### src/rtl/control_register_bank.sv
// control_register_bank
//   Avalon-MM slave register bank for the pattern-search datapath.
//   The CPU writes shadow pattern words. A COMMIT strobe copies all of them
//   to pattern_o in one edge, so the matcher never sees a half-updated key.
//
// Ports
//   clk_i, arst_n_i          clock, asynchronous active-low reset
//   amm_*                    Avalon-MM slave (word addressed, fixed 1-cycle reads,
//                            never stalls)
//   match_i                  one-cycle match pulse from the matcher
//   pattern_o                committed pattern words
//   wrken_o                  CTRL.EN
//   commit_o                 high for the single cycle in which pattern_o was updated
//   irq_o                    STATUS.MATCH & CTRL.IRQ_EN
//
// Register map (word addresses)
//   0 CTRL      [0] EN, [1] COMMIT (write-1 strobe, reads 0), [2] IRQ_EN
//   1 STATUS    [0] MATCH (sticky, W1C), [1] PENDING (RO)
//   2 MATCH_CNT saturating count; any write with a byte lane enabled clears it
//   3.. SHADOW[k]
module control_register_bank #(
    parameter int                DATA_W    = 32,
    parameter int                PAT_REGS  = 3,
    parameter int                CNT_W     = 16,
    parameter logic [DATA_W-1:0] PAT_RESET = '1,
    parameter int                ADDR_W    = $clog2(PAT_REGS + 3)
) (
    input  logic                             clk_i,
    input  logic                             arst_n_i,
    input  logic [ADDR_W-1:0]                amm_address_i,
    input  logic                             amm_write_i,
    input  logic [DATA_W-1:0]                amm_writedata_i,
    input  logic [DATA_W/8-1:0]              amm_byteenable_i,
    input  logic                             amm_read_i,
    output logic [DATA_W-1:0]                amm_readdata_o,
    output logic                             amm_readdatavalid_o,
    output logic                             amm_waitrequest_o,
    input  logic                             match_i,
    output logic [PAT_REGS-1:0][DATA_W-1:0]  pattern_o,
    output logic                             wrken_o,
    output logic                             commit_o,
    output logic                             irq_o
);

    localparam int BE_W = DATA_W / 8;
    localparam logic [ADDR_W-1:0] A_CTRL   = ADDR_W'(0);
    localparam logic [ADDR_W-1:0] A_STATUS = ADDR_W'(1);
    localparam logic [ADDR_W-1:0] A_CNT    = ADDR_W'(2);

    logic                            en;
    logic                            irq_en;
    logic                            match_flag;
    logic                            pending;
    logic                            commit_req;
    logic [CNT_W-1:0]                cnt;
    logic [PAT_REGS-1:0][DATA_W-1:0] shadow;

    logic [PAT_REGS-1:0] shadow_sel;
    logic [DATA_W-1:0]   wmask;
    logic [DATA_W-1:0]   rd_val;
    logic                any_be;
    logic                wr_ctrl;
    logic                wr_status;
    logic                wr_cnt;
    logic                wr_shadow;

    assign amm_waitrequest_o = 1'b0;
    assign wrken_o           = en;
    assign irq_o             = match_flag & irq_en;

    assign any_be    = |amm_byteenable_i;
    assign wr_ctrl   = amm_write_i && (amm_address_i == A_CTRL);
    assign wr_status = amm_write_i && (amm_address_i == A_STATUS);
    assign wr_cnt    = amm_write_i && (amm_address_i == A_CNT);
    assign wr_shadow = amm_write_i && (|shadow_sel) && any_be;

    always_comb begin
        shadow_sel = '0;
        for (int k = 0; k < PAT_REGS; k++)
            shadow_sel[k] = (int'(amm_address_i) == 3 + k);
    end

    always_comb begin
        wmask = '0;
        for (int b = 0; b < BE_W; b++)
            wmask[8*b +: 8] = {8{amm_byteenable_i[b]}};
    end

    // Read mux sees the registers before this cycle's write lands, so a
    // same-address read/write returns the old value.
    always_comb begin
        rd_val = '0;
        case (amm_address_i)
            A_CTRL: begin
                rd_val[0] = en;
                rd_val[2] = irq_en;
            end
            A_STATUS: rd_val[1:0] = {pending, match_flag};
            A_CNT:    rd_val[CNT_W-1:0] = cnt;
            default: begin
                for (int k = 0; k < PAT_REGS; k++)
                    if (shadow_sel[k]) rd_val = shadow[k];
            end
        endcase
    end

    always_ff @(posedge clk_i or negedge arst_n_i) begin
        if (!arst_n_i) begin
            amm_readdata_o      <= '0;
            amm_readdatavalid_o <= 1'b0;
        end else begin
            amm_readdatavalid_o <= amm_read_i;
            if (amm_read_i) amm_readdata_o <= rd_val;
        end
    end

    // Control and status
    always_ff @(posedge clk_i or negedge arst_n_i) begin
        if (!arst_n_i) begin
            en         <= 1'b0;
            irq_en     <= 1'b0;
            commit_req <= 1'b0;
            match_flag <= 1'b0;
            cnt        <= '0;
        end else begin
            commit_req <= 1'b0;
            if (wr_ctrl && amm_byteenable_i[0]) begin
                en         <= amm_writedata_i[0];
                irq_en     <= amm_writedata_i[2];
                commit_req <= amm_writedata_i[1];
            end
            // A new match beats a simultaneous W1C.
            if (match_i)
                match_flag <= 1'b1;
            else if (wr_status && amm_byteenable_i[0] && amm_writedata_i[0])
                match_flag <= 1'b0;
            // A clear beats a simultaneous match; count saturates at all-ones.
            if (wr_cnt && any_be)
                cnt <= '0;
            else if (match_i && (cnt != '1))
                cnt <= cnt + 1'b1;
        end
    end

    // Shadow/active pattern words. The copy reads shadow before any write
    // sampled on the same edge, so a racing shadow write keeps PENDING set.
    always_ff @(posedge clk_i or negedge arst_n_i) begin
        if (!arst_n_i) begin
            shadow    <= {PAT_REGS{PAT_RESET}};
            pattern_o <= {PAT_REGS{PAT_RESET}};
            pending   <= 1'b0;
            commit_o  <= 1'b0;
        end else begin
            commit_o <= commit_req;
            if (commit_req) pattern_o <= shadow;
            for (int k = 0; k < PAT_REGS; k++)
                if (amm_write_i && shadow_sel[k])
                    shadow[k] <= (shadow[k] & ~wmask) | (amm_writedata_i & wmask);
            if (wr_shadow)
                pending <= 1'b1;
            else if (commit_req)
                pending <= 1'b0;
        end
    end

endmodule

### config.mk
export PLATFORM = sky130hd
export DESIGN_NAME = control_register_bank
export DESIGN_NICKNAME = d
export VERILOG_FILES = /design/src/rtl/control_register_bank.sv
export SDC_FILE = /design/constraint.sdc
export NUM_CORES = 1
export LEC_CHECK = 0
export ABC_AREA = 1
export CORE_UTILIZATION = 25
export CTS_CLUSTER_DIAMETER = 50
export DETAILED_ROUTE_END_ITERATION = 8
export MAX_ROUTING_LAYER = met4
export SETUP_SLACK_MARGIN = 0.4
export SLEW_MARGIN = 20
export SYNTH_ARGS = -nofsm -noshare
export SYNTH_HDL_FRONTEND = slang
export SYNTH_SLANG_ARGS = --single-unit
### constraint.sdc
create_clock -name clk_i -period 1.8 [get_ports clk_i]
set_input_delay 0.27 -clock clk_i [delete_from_list [all_inputs] [get_ports clk_i]]
set_output_delay 0.27 -clock clk_i [all_outputs]
set_load 0.01 [all_outputs]
==> results of run 1 <==
[routing by layer]
layer,global-route usage (%),wire [um]
met1,18.17,13650
met2,22.60,14330
met3,3.064,1578
met4,4.725,723
met5,-,0
[cell families (layout without fill, tap and decap cells)]
kind of cell | Yosys count | count (layout) | share of synthesized area [%]
muxes | 20 | 20 | 2.123
other | 1 | 5 | 0.03535
DFF | 247 | 247 | 60.53
xor gates and xnor gates | 3 | 3 | 0.2477
buffers and inverters | 192 | 450 | 7.289
adders and majority gates | 1 | 1 | 0.1179
AOI/OAI and AO/OA | 259 | 259 | 12.60
and+or+nand+nor | 432 | 432 | 17.07
[metrics by stage]
| stage | instances | util, % | power [mW] | area (sq um) |
|---|---|---|---|---|
| after detailed placement | 1862 | 31.72 | 11.85 | 13310 |
| after global routing | 1956 | 35.11 | 19.92 | 14730 |
| final | 1956 | 35.11 | 18.91 | 14730 |
| after CTS | 1943 | 34.80 | 19.16 | 14600 |
| after global placement | 1862 | 31.72 | 11.76 | 13310 |
| after floorplan | 1155 | - | 9.666 | 10620 |
[final timing paths]
check	start	slack, ns	depth (start not counted)	to
min	amm_read_i	0.12	3	amm_readdata_o[15]
max	pattern_o[95]	0.35	1	pattern_o[95]
min reg2reg	register	0.47	2	register
max reg2reg	cnt[0]	0.41	8	cnt[12]
min in group asynchronous	arst_n_i	0.20	2	cnt[9]
max in group asynchronous	arst_n_i	0.85	3	asynchronous set/reset pin
[placed cells by master (no fill, tap or decap), drive strengths merged]
cell type      count
nand2            230
buf              202
dfstp            192
nor2             163
inv              145
o21ai            134
a21oi            100
dfrtp             55
clkbuf            51
clkdlybuf4s50     41
o22ai             24
mux2              20
nand3             16
nand4             13
nor3               7
diode              4
clkinv             4
or2                3
xor2               3
bufinv             3
clkinvlp           2
o21a               1
ha                 1
conb               1
dlygate4sd3        1
clkdlybuf4s15      1
[what timing repair did]
action	in CTS	in global routing
hold endpoints to repair	51	0
resized for setup	646	16
endpoints found under the setup margin	147	124
pin swaps	3	4
setup buffers	19	8
gates cloned	0	1
hold buffers	1	0
[final cells by class]
cell class                      instances  share of cell area, %
Clock inverter                         11                 0.9941
Multi-Input combinational cell        716                  23.41
Timing Repair Buffer                  246                  16.59
Inverter                              143                  3.679
Clock buffer                           50                  7.027
Tap cell                              539                  4.580
Sequential cell                       247                  43.66
Antenna cell                            4                0.06798
[power groups by stage]
stage	sequential, mW	clock, mW	combinational, mW
4_1_cts	8.18	7.14	3.84
3_3_place_gp	8.13	0	3.64
2_1_floorplan	8.30	0	1.36
6_report	8.18	6.92	3.82
3_5_place_dp	8.15	0	3.70
5_1_grt	8.33	7.36	4.23
==> results.yml, run 1 <==
die:
  rows: 75
  core_sq_um: 41950
  initial_core_util_pct: 25.29
  die_w_um: 208
  die_h_um: 208
  die-area_sq_um: 43260
  boundaryPins: 177
setup_path:
  max_stage_delay_ns: 0.57
  critical_path_class: "register to primary output"
  cp.required_ns: 1.53
  startpoint_type: "register"
  cp_max_fo: 2
  endpoint_kind: "primary output"
  cp_num_buf_inv: 1
  path_cells: "buf_6"
  slowest_stage: "dfstp_2"
  crit_arrival_ns: 1.18
  cpLargestDelayFamily: "flip-flops"
cts:
  clk_pin_slew_ns: 0.05
  cts_buffer_depth: 3
  tritoncts: "done"
  clock-root-buffer: "clkbuf_16"
  cts_buffers: 34
  clkSinkCount: 247
  worstSkewPairLatency_ns: 0.50
  htreeDepth: 2
run:
  drv_cap: 0
hold_path:
  hold_path_class: "input port to register"
synth:
  yosys.area.top_type: "dfstp_2"
  synth_area_leaders: "dfstp_2 48%, dfrtp_1 13%, nand2_1 7.7%, nor2_1 5.4%, inv_1 4.8%"
  synth.distinct_cells: 31
  synth_edf_count: 0
  netlist.area_leader.share_pct: 47.55
  syn_nets: 1200
  synth_common_cells: "218 x nand2_1, 192 x dfstp_2, 154 x nor2_1"
  synth_seq_cells: 247
  ys_async_sr_fraction_pct: 100.0
  synth-main-ff-cell: "dfstp_2"
  netlist_area_sq_um: 10610
  yosys.cell_count.top_type: "nand2_1"
  yosys_warnings: 0
  synth_cells: 1155
  synth_seq_area_share_pct: 60.53
  avgSynthCellArea_sq_um: 9.185
route:
  wire_per_inst_um: 15.48
  routed_wl_mm: 30.28
  vias_per_cell: 4.364
  ant_nets: 0
  drc: 0
  drtPass1Iterations: 5
  vias: 8536
  first_iter_violations: 576
global_routing:
  grt_pass1_wl_mm: 47.05
  grt_usage_pct: 14.30
  grt_pass1_vias: 8335
  grt_overflow_total: 0
  antenna_found_initial: 4
  grt_start_max_net_pins: 68
timing:
  fin_worst_skew_ns: 0.01040
  finalSetupTns_ns: 0
  slew_violations: 0
  rsz0062_at_grt: "yes"
  setup_violations: 0
  period_share_pct: 80.61
  max_freq_ghz: 0.6892
  setup_slack_ns: 0.3491
  hold_viol_final: 0
  timing.final.crit_period_ns: 1.451
  whs_ns: 0.1192
place:
  place_congestion: 0.8559
  dp_hpwl_mm: 21.49
  dpl_worst_slack_ns: -0.06560
  port_buffers: 175
cells_and_area:
  multi_input_area_sq_um: 3447
  drive_gt1_share_pct: 36.38
  nets: 1433
  syn_to_final_growth_pct: 38.80
  fill_cells: 4211
  regArea_sq_um: 6429
pwr:
  internal-power_mw: 13.77
  pwr_density_cell_nw_per_um2: 1284
  power_frac_comb_pct: 20.2
  cellLeakagePower_nw: 6.645
  switching_share_pct: 27.17
  irDropWorstVdd_v: 0.0005926
  p_clk_share_pct: 36.6
  p_sw_mw: 5.137
  pwr-share-seq_pct: 43.2
outcome:
  outcome: "finished, final reports clean"
Power figures use the tool's default switching activity.
==> run 2: changes to the inputs <==
Clock period 1.8 ns to 1.2 ns, I/O delays scaled along.
==> results.yml, run 2 (synthesis results as in run 1) <==
place:
  dpl_worst_slack_ns: -0.5930
  place_congestion: 0.8602
  dp_hpwl_mm: 23.42
  port_buffers: 175
timing:
  whs_ns: 0.02814
  period_share_pct: 122.1
  setup_violations: 198
  hold_viol_final: 0
  rsz0062_at_grt: "yes"
  max_freq_ghz: 0.6824
  slew_violations: 0
  setup_slack_ns: -0.2654
  timing.final.crit_period_ns: 1.465
  fin_worst_skew_ns: 0.01975
die:
  boundaryPins: 177
  initial_core_util_pct: 25.29
  rows: 75
  core_sq_um: 41950
  die-area_sq_um: 43260
  die_w_um: 208
  die_h_um: 208
cts:
  worstSkewPairLatency_ns: 0.57
  cts_buffers: 29
  clock-root-buffer: "clkbuf_16"
  clkSinkCount: 247
  htreeDepth: 1
  cts_buffer_depth: 3
  tritoncts: "done"
  clk_pin_slew_ns: 0.06
setup_path:
  r2r-start: "cnt[0]"
  max_stage_delay_ns: 0.60
  regToRegSetupSlack_ns: -0.26
  cp_num_buf_inv: 1
  cp_max_fo: 2
  startpoint_type: "register"
  path_cells: "buf_6"
  crit_path_start: "pattern_o[2]"
  critical_path_class: "register to primary output"
  r2r_cells: 9
  endpoint_kind: "primary output"
  crit_arrival_ns: 1.29
  cp.required_ns: 1.02
  cpLargestDelayFamily: "flip-flops"
  slowest_stage: "dfstp_2"
  reg2reg_to: "cnt[7]"
pwr:
  cellLeakagePower_nw: 7.988
  irDropWorstVdd_v: 0.001020
  pwr_density_cell_nw_per_um2: 1647
cells_and_area:
  layout_common_cells: "192 x dfstp_2, 188 x nand2_1, 155 x buf_6"
  final_common_cell: "dfstp_2"
  syn_to_final_growth_pct: 71.81
  nets: 1604
  finalCoreUtilization_pct: 43.45
  drive_gt1_share_pct: 62.56
route:
  wire_per_inst_um: 17.62
  vias: 9473
  drtPass1Iterations: 5
  vias_per_cell: 4.466
  ant_nets: 0
  first_iter_violations: 436
  drc: 0
  routed_wl_mm: 37.38
global_routing:
  grt_pass1_vias: 9300
  grt_overflow_total: 0
  grt_pass1_wl_mm: 54.42
  antenna_found_initial: 1
  grt_start_max_net_pins: 48
  grt_usage_pct: 16.65
run:
  drv_cap: 0
hold_path:
  hold_depth: 2
  min_from: "amm_read_i"
  whs_endpoint: "amm_readdatavalid_o"
  hold_path_class: "input port to register"
outcome:
  outcome: "complete, but fails checks"
  violations: "negative setup slack"
run 2: metal layers:
| layer | GRT usage, % | wire length, um |
|---|---|---|
| met1 | 20.67 | 15930 |
| met2 | 27.37 | 18300 |
| met3 | 3.034 | 2038 |
| met4 | 5.390 | 1111 |
| met5 | - | 0 |
run 2: power by group:
group	internal [mW]	switching (mW)	leakage, nW	total [mW]
Sequential	11.1	1.53	2.72	12.7
Clock	5.01	3.66	0.461	8.68
Combinational	4.81	3.86	4.81	8.67
Total	21.0	9.05	7.99	30.0
run 2: layout make-up:
cell class | count | area [sq um]
inverter | 143 | 580.6
multi-input combinational | 718 | 4927
clock inverter | 9 | 81.33
clock buffer | 44 | 863.3
timing repair buffer | 420 | 4673
tap | 539 | 674.4
fill | 3792 | 23720
sequential | 247 | 6425
antenna | 1 | 2.502
run 2: timing repair:
action | 4_1_cts | 5_1_grt
pin swaps | 77 | 109
endpoints found under the hold margin | 102 | 0
cloned | 13 | 12
gates resized for setup | 824 | 268
hold buffers | 1 | 0
setup endpoints to repair | 377 | 341
setup buffers | 67 | 56
run 2: how the worst max path moves through the flow:
| stage | to | slack [ns] | cells past startpoint |
|---|---|---|---|
| 2_1_floorplan | cnt[2] | -0.19 | 9 |
| 3_3_place_gp | amm_readdata_o[22] | -0.56 | 8 |
| 3_5_place_dp | register | -0.59 | 9 |
| 4_1_cts | pattern_o[34] | -0.25 | 1 |
| 5_1_grt | cnt[7] | -0.37 | 8 |
| 6_report | pattern_o[2] | -0.27 | 1 |
run 2: per-stage QoR:
| step | power [mW] | TNS (ns) | area, sq um | std cells |
|---|---|---|---|---|
| 4_1_cts | 28.75 | -28.56 | 16590 | 2052 |
| 3_3_place_gp | 18.62 | -77.11 | 14280 | 1918 |
| 5_1_grt | 31.41 | -35.79 | 18230 | 2121 |
| 3_5_place_dp | 18.74 | -81.20 | 14280 | 1918 |
| 2_1_floorplan | 15.10 | -2.768 | 11410 | 1155 |
| 6_report | 30.01 | -27.78 | 18230 | 2121 |
